## src/rtl/bp_be_pkg.sv

```systemverilog
// Backend scheduler shared types: the thread-scheduler state enum.
package bp_be_pkg;

  typedef enum logic [1:0] {
    e_sched_idle,
    e_sched_run,
    e_sched_drain,
    e_sched_switch
  } bp_be_sched_state_e;

endpackage

```

## src/rtl/bp_be_thread_rr_picker.sv

```systemverilog
// Combinational round-robin picker: first ready thread in start+1 .. start+N (mod N).
module bp_be_thread_rr_picker #(
  parameter  int num_threads_p = 2,
  localparam int tw            = $clog2(num_threads_p) + 1
) (
  input  logic [num_threads_p-1:0] ready_i,
  input  logic [tw-1:0]            start_i,
  output logic                     v_o,
  output logic [tw-1:0]            tid_o
);

  always_comb begin
    int                       s;
    logic [num_threads_p-1:0] rot;
    v_o   = 1'b0;
    tid_o = '0;
    s     = 0;
    rot   = '0;
    // start_i is always a legal tid, so one conditional subtract replaces the modulo
    for (int i = 1; i <= num_threads_p; i++) begin
      s = int'(start_i) + i;
      if (s >= num_threads_p) s = s - num_threads_p;
      rot = ready_i >> s;
      if (!v_o && rot[0]) begin
        v_o   = 1'b1;
        tid_o = tw'(s);
      end
    end
  end

endmodule

```

## src/rtl/bp_be_thread_scheduler.sv

```systemverilog
// Backend hardware-thread scheduler (IDLE/RUN/DRAIN/SWITCH).
// Define BP_BE_SCHED_TIMESLICE_EN to build the quantum counter and expiry-driven switching.
module bp_be_thread_scheduler
  import bp_be_pkg::*;
#(
  parameter  int num_threads_p = 2,
  parameter  int quantum_p     = 256,
  localparam int tw            = $clog2(num_threads_p) + 1
) (
  input  logic                     clk_i,
  input  logic                     reset_i,
  input  logic [num_threads_p-1:0] thread_ready_i,
  input  logic                     switch_req_v_i,
  input  logic [tw-1:0]            switch_req_tid_i,
  input  logic                     pipe_drained_i,
  output logic                     drain_req_o,
  output logic [tw-1:0]            current_thread_id_o,
  output logic                     switch_v_o,
  output logic                     idle_o
);

  if (num_threads_p < 1 || num_threads_p > 8 || quantum_p < 2) begin : g_bad_param
    $error("bp_be_thread_scheduler: illegal num_threads_p or quantum_p");
  end

  localparam logic [num_threads_p-1:0] lsb_lp = num_threads_p'(1);

  bp_be_sched_state_e state_r, state_n;
  logic [tw-1:0] cur_r, cur_n, last_r, last_n, tgt_r, tgt_n;
  logic          tgt_v_r, tgt_v_n;

  logic [num_threads_p-1:0] others, pick_mask;
  logic [tw-1:0]            pick_start, pick_tid;
  logic                     pick_v, cur_ready, tgt_ready, req_ok;

  function automatic logic bit_at(logic [num_threads_p-1:0] m, logic [tw-1:0] t);
    logic [num_threads_p-1:0] s;
    s = m >> t;
    return s[0];
  endfunction

  assign others    = thread_ready_i & ~(lsb_lp << cur_r);
  assign cur_ready = bit_at(thread_ready_i, cur_r);
  assign tgt_ready = bit_at(thread_ready_i, tgt_r);
  assign req_ok    = switch_req_v_i
                   && (switch_req_tid_i < tw'(num_threads_p))
                   && (switch_req_tid_i != cur_r)
                   && bit_at(thread_ready_i, switch_req_tid_i);

  // From IDLE every ready thread is a candidate; otherwise the running thread is excluded
  assign pick_mask  = (state_r == e_sched_idle) ? thread_ready_i : others;
  assign pick_start = (state_r == e_sched_idle) ? last_r : cur_r;

  bp_be_thread_rr_picker #(.num_threads_p(num_threads_p)) picker (
    .ready_i (pick_mask),
    .start_i (pick_start),
    .v_o     (pick_v),
    .tid_o   (pick_tid)
  );

`ifdef BP_BE_SCHED_TIMESLICE_EN
  localparam int cw = $clog2(quantum_p);
  logic [cw-1:0] cnt_r, cnt_n;
  logic          expire;
  assign expire = (cnt_r == cw'(quantum_p - 1));
`endif

  always_comb begin
    state_n = state_r;
    cur_n   = cur_r;
    last_n  = last_r;
    tgt_n   = tgt_r;
    tgt_v_n = tgt_v_r;
`ifdef BP_BE_SCHED_TIMESLICE_EN
    cnt_n   = cnt_r;
`endif
    case (state_r)
      e_sched_idle: begin
        if (pick_v) begin
          tgt_n   = pick_tid;
          tgt_v_n = 1'b1;
          state_n = e_sched_switch;
        end
      end
      e_sched_run: begin
`ifdef BP_BE_SCHED_TIMESLICE_EN
        cnt_n = cnt_r + 1'b1;
`endif
        if (req_ok) begin
          tgt_n   = switch_req_tid_i;
          tgt_v_n = 1'b1;
          state_n = e_sched_drain;
        end else if (!cur_ready) begin
          tgt_n   = pick_tid;
          tgt_v_n = pick_v;
          state_n = e_sched_drain;
        end
`ifdef BP_BE_SCHED_TIMESLICE_EN
        else if (expire) begin
          if (pick_v) begin
            tgt_n   = pick_tid;
            tgt_v_n = 1'b1;
            state_n = e_sched_drain;
          end else begin
            cnt_n = '0;
          end
        end
`endif
      end
      e_sched_drain: begin
        // A target that lost readiness is replaced before the drain completes
        if (tgt_v_r && !tgt_ready) begin
          tgt_n   = pick_tid;
          tgt_v_n = pick_v;
        end
        if (pipe_drained_i) state_n = tgt_v_n ? e_sched_switch : e_sched_idle;
      end
      e_sched_switch: begin
        cur_n   = tgt_r;
        last_n  = tgt_r;
        tgt_v_n = 1'b0;
`ifdef BP_BE_SCHED_TIMESLICE_EN
        cnt_n   = '0;
`endif
        state_n = e_sched_run;
      end
      default: state_n = e_sched_idle;
    endcase
  end

  always_ff @(posedge clk_i or posedge reset_i) begin
    if (reset_i) begin
      state_r <= e_sched_idle;
      cur_r   <= '0;
      last_r  <= tw'(num_threads_p - 1);
      tgt_r   <= '0;
      tgt_v_r <= 1'b0;
    end else begin
      state_r <= state_n;
      cur_r   <= cur_n;
      last_r  <= last_n;
      tgt_r   <= tgt_n;
      tgt_v_r <= tgt_v_n;
    end
  end

`ifdef BP_BE_SCHED_TIMESLICE_EN
  always_ff @(posedge clk_i or posedge reset_i) begin
    if (reset_i) cnt_r <= '0;
    else         cnt_r <= cnt_n;
  end
`endif

  assign drain_req_o         = (state_r != e_sched_run);
  assign idle_o              = (state_r == e_sched_idle);
  assign switch_v_o          = (state_r == e_sched_switch);
  assign current_thread_id_o = cur_r;

endmodule

```

## config.mk

```make
export PLATFORM = sky130hd
export DESIGN_NAME = bp_be_thread_scheduler
export DESIGN_NICKNAME = d
export VERILOG_FILES = /design/src/rtl/bp_be_pkg.sv /design/src/rtl/bp_be_thread_rr_picker.sv /design/src/rtl/bp_be_thread_scheduler.sv
export SDC_FILE = /design/constraint.sdc
export NUM_CORES = 1
export LEC_CHECK = 0
export BUFFER_PORTS_ARGS = -buffer_cell sky130_fd_sc_hd__buf_4
export CAP_MARGIN = 20
export CORE_UTILIZATION = 40
export CTS_CLUSTER_SIZE = 25
export DETAILED_ROUTE_END_ITERATION = 8
export SLEW_MARGIN = 0
export SYNTH_ARGS = -nofsm -noshare
export SYNTH_HDL_FRONTEND = slang
export SYNTH_HIERARCHICAL = 1
export SYNTH_SLANG_ARGS = --single-unit
```

## constraint.sdc

```tcl
create_clock -name clk_i -period 1.9 [get_ports clk_i]
set_input_delay 0.095 -clock clk_i [delete_from_list [all_inputs] [get_ports clk_i]]
set_output_delay 0.095 -clock clk_i [all_outputs]
set_load 0.05 [all_outputs]
```

; ---- Yosys cells after proc, flatten, opt, wreduce, memory -nomap -nowiden
; Index checks and enable logic that the tools add are counted.
[totals]
inputBits = 8
ff_bits = 9
[op_classes]
muxes = 25
n_eq_ne = 9
order_cmp = 3
bitwise = 2
n_reduce_logical = 12
n_shift = 6
addsub = 4
[ops]
columns = op, count
row1 = $ge 32x3->1 const B, 2
row2 = $mux 32, 2
row3 = $shr 2x32->1, 2
row4 = $sub 32x3->32 const B, 2
row5 = $mux 2, 13
row6 = $pmux 2 s4, 1
row7 = $mux 1, 7
row8 = $pmux 2 s3, 1
row9 = $shr 2x2->1, 3
row10 = $logic_and 1x1->1, 5
row11 = $eq 2x2->1 const B, 2
row12 = $ne 2x1->1 const B, 2
row13 = $ne 2x2->1 const B, 2
row14 = $pmux 1 s4, 1
row15 = $reduce_and 4->1, 1
row16 = $add 2x1->3 const B, 1
row17 = $add 2x2->3 const B, 1
row18 = $ne 3x3->1 const B, 1
row19 = $reduce_and 3->1, 1
row20 = $reduce_bool 3->1, 1
row21 = $and 2x2->2, 1
row22 = $eq 2x1->1 const B, 1
row23 = $logic_not 1->1, 2
row24 = $logic_not 2->1, 1
row25 = 5 further kinds, 5

; ---- Logic depth before layout (Yosys ltp)
[depth]
depth_word = 15
depth_mapped = 10
ltp_nobuf = 9

; ---- Modules after synthesis
; The synthesis kept the hierarchy.
[modules_own_cells]
columns = module, area_per_inst_um2, cells_each, instances, seq_area_each_um2
row1 = bp_be_thread_scheduler, 563.0, 62, 1, 201.4
row2 = bp_be_thread_rr_picker, 36.3, 7, 1, 0.0

; ---- Worst setup path before layout
; Ideal clock, no wire load.
[synth_timing]
kind = reg2reg
from = reg state_r[1]
to = reg tgt_r[0]
period_less_slack_ps = 2759
path_stages_with_launch = 8
t_arrival_ps = 2634
t_required_ps = 1775
path_slack_ps = -859
cell_sequence = dfrtp_1 -> clkbuf_1 -> nor2_1 -> mux2_2 -> o22ai_1 -> o21ai_0 -> a22oi_2 -> mux2_4
[synth_between]
elab_cells_between_ends = 31
cone_classes = add/sub (4) / order compare (2) / eq/ne (5) / shift (2) / mux (13) / reduce/logical (5)
[synth_rtl]
columns = element, line_no
row1 = start: declaration, bp_be_thread_scheduler.sv:28  ; bp_be_sched_state_e state_r, state_n;
row2 = start signal: assignment, bp_be_thread_scheduler.sv:133  ; state_r <= e_sched_idle;
row3 = start signal: assignment, bp_be_thread_scheduler.sv:139  ; state_r <= state_n;
row4 = $logic_not 2->1 *, --
row5 = net idle_o, bp_be_thread_scheduler.sv:19  ; output logic idle_o
row6 = $mux 2 *, bp_be_thread_scheduler.sv:52  ; assign pick_start = (state_r == e_sched_idle) ? last_r : cur_r;
row7 = net pick_start[0], bp_be_thread_scheduler.sv:33  ; logic [tw-1:0] pick_start, pick_tid;
row8 = $add 2x1->3, bp_be_thread_rr_picker.sv:21  ; s = int'(start_i) + i;
row9 = $sub 32x3->32 or $ge 32x3->1 (tied branches), bp_be_thread_rr_picker.sv:22  ; if (s >= num_threads_p) s = s - num_threads_p;
row10 = $mux 32, bp_be_thread_rr_picker.sv:22
row11 = $shr 2x32->1, bp_be_thread_rr_picker.sv:23  ; rot = ready_i >> s;
row12 = $mux 1, bp_be_thread_rr_picker.sv:24  ; if (!v_o && rot[0]) begin
row13 = $logic_not 1->1, bp_be_thread_rr_picker.sv:24
row14 = $logic_and 1x1->1, bp_be_thread_rr_picker.sv:24
row15 = $mux 1 *, bp_be_thread_rr_picker.sv:24
row16 = net pick_v, bp_be_thread_scheduler.sv:34  ; logic pick_v, cur_ready, tgt_ready, req_ok;
row17 = $ne 2x1->1 (no line) *, --
row18 = $reduce_and 4->1 (no line) *, --
row19 = end signal: assignment, bp_be_thread_scheduler.sv:142  ; tgt_r <= tgt_n;
row20 = end: declaration, bp_be_thread_scheduler.sv:29  ; logic [tw-1:0] cur_r, cur_n, last_r, last_n, tgt_r, tgt_n;
; Mark *: on every way through the listed nets, which the timed path passes. The rest lies on a longest branch. The select of a mux whose other input is x is not followed.
; A chain may end at the register's enable or synchronous reset.

; ---- Final worst setup path
[layout_timing]
from = reg state_r[1]
to = reg tgt_r[0]
[layout_between]
elab_cells_between_ends = 31
cone_classes = add/sub (4) / order compare (2) / eq/ne (5) / shift (2) / mux (13) / reduce/logical (5)
[layout_rtl]
columns = element, line_no
row1 = $logic_not 2->1 *, bp_be_thread_scheduler.sv:52
row2 = $mux 2 *, bp_be_thread_scheduler.sv:52
row3 = net pick_start[0], bp_be_thread_scheduler.sv:33
row4 = $add 2x1->3, bp_be_thread_rr_picker.sv:21
row5 = $sub 32x3->32 or $ge 32x3->1 (tied branches), bp_be_thread_rr_picker.sv:22
row6 = $mux 32, bp_be_thread_rr_picker.sv:22
row7 = $shr 2x32->1, bp_be_thread_rr_picker.sv:23
row8 = $mux 1, bp_be_thread_rr_picker.sv:24
row9 = $logic_not 1->1, bp_be_thread_rr_picker.sv:24
row10 = $logic_and 1x1->1, bp_be_thread_rr_picker.sv:24
row11 = $mux 1 *, bp_be_thread_rr_picker.sv:24
row12 = net pick_v, bp_be_thread_scheduler.sv:34
row13 = $ne 2x1->1 (no line) *, --
row14 = $reduce_and 4->1 (no line) *, --
; Marked as above.

==> results_dict.tcl <==
set metrics [dict create \
    grt_pass1_wl_um 2208 \
    insertion_delay_ns 0.26 \
    max_clock_freq_ghz 0.5505 \
    wl_per_cell_um 14.13 \
    cp.arrival_ns 1.96 \
    drt-initial-drc-count 16 \
    fin_skew_ns 0.01628 \
    portBuffers 12 \
    dieArea_um2 1657 \
    clock_tree.root_cell "clkbuf_4" \
    cp_num_buf_inv 0 \
    dp.final_hpwl_um 1075 \
    startpoint "state_r[1]$_DFFE_PP0P_" \
    leakage_nw 0.3886 \
    row_count 13 \
    nets 95 \
    globalplace.congestion 0.7889 \
    finalCritPeriodShare_pct 95.61 \
    fillers 131 \
    synthTopCellsByArea "dfrtp_1 29%, inv_1 5.6%, mux2i_1 5.0%, o21ai_0 5.0%, dfstp_2 4.4%" \
    n_antenna_cell 0 \
    layout-drive-gt1-share_pct 38.37 \
    die_x_um 40.71 \
    cp-start-kind "flip-flop" \
    crit_fanout 4 \
    postSynthAreaPerCell_um2 8.686 \
    grt_pass1_vias 528 \
    place_area_um2 739.5 \
    finalWorstPathRequiredPeriod_ns 1.817 \
    yosysMostFrequentCell "inv_1" \
    seqPwrFrac_pct 24.1 \
    sw_frac_of_total_pct 49.16 \
    synthCells 69 \
    cpMostUsedCell "mux2_4" \
    vias_per_cell 5.406 \
    status "complete, no violations" \
    clk_path_buf_depth 2 \
    worst_slack_ns 0.08337 \
    fin_total_pwr_w 0.001507 \
    htreeDepth 1 \
    core_um2 1350 \
    power.share.clock_pct 9.1 \
    finalSetupViolCount 0 \
    hp-start "switch_req_tid_i[0]" \
    critPathRequiredTime_ns 2.04 \
    path_cells "nor2_4 > mux2_4 > o22ai_4 > o21ai_2 > a22oi_2 > mux2_4" \
    worstReg2RegStart "state_r[1]$_DFFE_PP0P_" \
    antenna_found_initial 0 \
    ios 13 \
    synth_top_area_cell "dfrtp_1" \
    path_clk_slew_ns 0.06 \
    grt_overflow 0 \
    slew_violations 0 \
    remaining_drc_errors 0 \
    cellInternalPower_w 0.0007660 \
    via_count 546 \
    critPathKind "flip-flop to flip-flop" \
    syn_to_final_growth_pct 31.73 \
    async_flop_share_pct 100.0 \
    max-vdd-ir-drop_uv 965.4 \
    power.density_nw_per_um2 1908 \
    critical_path.slowest_cell "dfrtp_1" \
    cts_sinks 8 \
    start_util_pct 44.39 \
    yosys_warnings 6 \
    ys_seq_area_share_pct 33.61 \
    tritoncts "built" \
    chipHeight_um 40.71 \
    power_switching_w 0.0007408 \
    preCtsSetupSlack_ns 0.08001 \
    crit_path_max_incr_delay_ns 0.40 \
    maxCapViolCount 0 \
    drt-total-wl_um 1427 \
    yosys_register_bits 8 \
    cts_buffers 3 \
    ys_types 32 \
    min_path_type "primary input to flip-flop" \
    netlist_area_um2 599.3 \
    fin_area_um2 789.5 \
    antenna_left 0 \
    path_delay_family "multiplexers" \
    synthTopCellsByCount "9 x inv_1, 7 x dfrtp_1, 6 x nand2_1, 6 x o21ai_0" \
    power_frac_comb_pct 66.8 \
    synth_top_cell_area_share_pct 29.23 \
    critPathCaptureType "flip-flop" \
    grt_use_total_pct 21.05 \
    syn_nets 77 \
    firstDrtPassIters 4 \
    utilization_pct 58.48 \
    grt_max_degree 12 \
    hold_viol 0 \
    synth_edf_count 0 \
    synth-main-ff-cell "dfrtp_1" \
]
-- power groups by stage --
stage	Combinational [W]	Clock, W	Sequential, W
after floorplan	0.000745	0	0.000367
after global placement	0.000962	0	0.000363
after detailed placement	0.000967	0	0.000362
after CTS	0.000971	0.000142	0.000362
after global routing	0.00109	0.000152	0.000376
final	0.00101	0.000137	0.000363
-- per-layer routing --
metal	GRT usage, %	part of all wire, %	vias up
met1	25.51	48	258
li1	-	-	274
met4	10.00	0.84	0
met5	0	0	-
met2	34.92	48	12
met3	4.891	3.0	2
-- per-stage QoR --
| step | std cells | hold WS, ns | setup TNS [ns] |
|---|---|---|---|
| after CTS | 100 | 0.2181 | 0 |
| after global placement | 95 | 0.05689 | 0 |
| final | 101 | 0.2216 | 0 |
| after detailed placement | 95 | 0.06391 | 0 |
| after global routing | 101 | 0.2301 | -0.02131 |
| after floorplan | 69 | -0.09006 | -0.1916 |
-- layout make-up --
type,count,area (um2),share of cell area [%]
Clock buffer,4,26.28,3.328
Inverter,9,33.78,4.279
Multi-Input combinational cell,47,371.6,47.07
Sequential cell,8,201.4,25.52
Tap cell,15,18.77,2.377
Timing Repair Buffer,18,137.6,17.43
-- cells in the final DEF (no fill, tap or decap), types with 2 or more instances in the layout --
master / synthesis / layout
dfrtp_1: 7 / 7
inv_1: 9 / 9
a21o_1: 2 / 2
o21ai_0: 6 / 5
mux2i_1: 3 / 3
o21a_1: 2 / 2
nor2_1: 4 / 2
clkbuf_4: 0 / 3
a21oi_1: 4 / 4
buf_4: 2 / 17
mux2_4: 1 / 2
nand2_1: 6 / 6
-- registers in the layout, summed over array words and instances (netlist names) --
| signal | cells |
|---|---|
| last_r | 1 |
| tgt_v_r | 1 |
| current_thread_id_o | 2 |
| state_r | 2 |
| tgt_r | 2 |
-- final timing paths --
path,endpoint,slack (ns),cells past startpoint
max,tgt_r[0]$_DFFE_PP0P_,0.08,6
min,tgt_r[0]$_DFFE_PP0P_,0.22,3
max reg2reg,tgt_r[0]$_DFFE_PP0P_,0.08,6
min reg2reg,last_r[0]$_DFFE_PP1P_,0.51,1
max in group asynchronous,last_r[0]$_DFFE_PP1P_,1.25,3
min in group asynchronous,current_thread_id_o[0]$_DFFE_PP0P_,0.35,3
-- logic make-up (layout without fill, tap and decap cells) --
family	Yosys count	after routing	synth area share [%]
compound gates	24	24	28.81
xor+xnor	1	1	1.462
buf+inv	14	31	10.23
flops	8	8	33.61
mux	7	7	13.15
other cells	1	1	0.6257
simple gates	14	14	12.11
-- what timing repair did --
item | in CTS | in global routing
hold buffers | 1 | 0
hold endpoints to repair | 7 | 0
gates resized for setup | 0 | 2
setup buffers | 0 | 1
endpoints found under the setup margin | 0 | 2
-- worst reg2reg max path, stage by stage (launching register included) --
cell and delay, ns:
dfrtp_1 0.40, nor2_4 0.16, mux2_4 0.33, o22ai_4 0.22, o21ai_2 0.09, a22oi_2 0.18
mux2_4 0.32
Power figures use the tool's default switching activity.
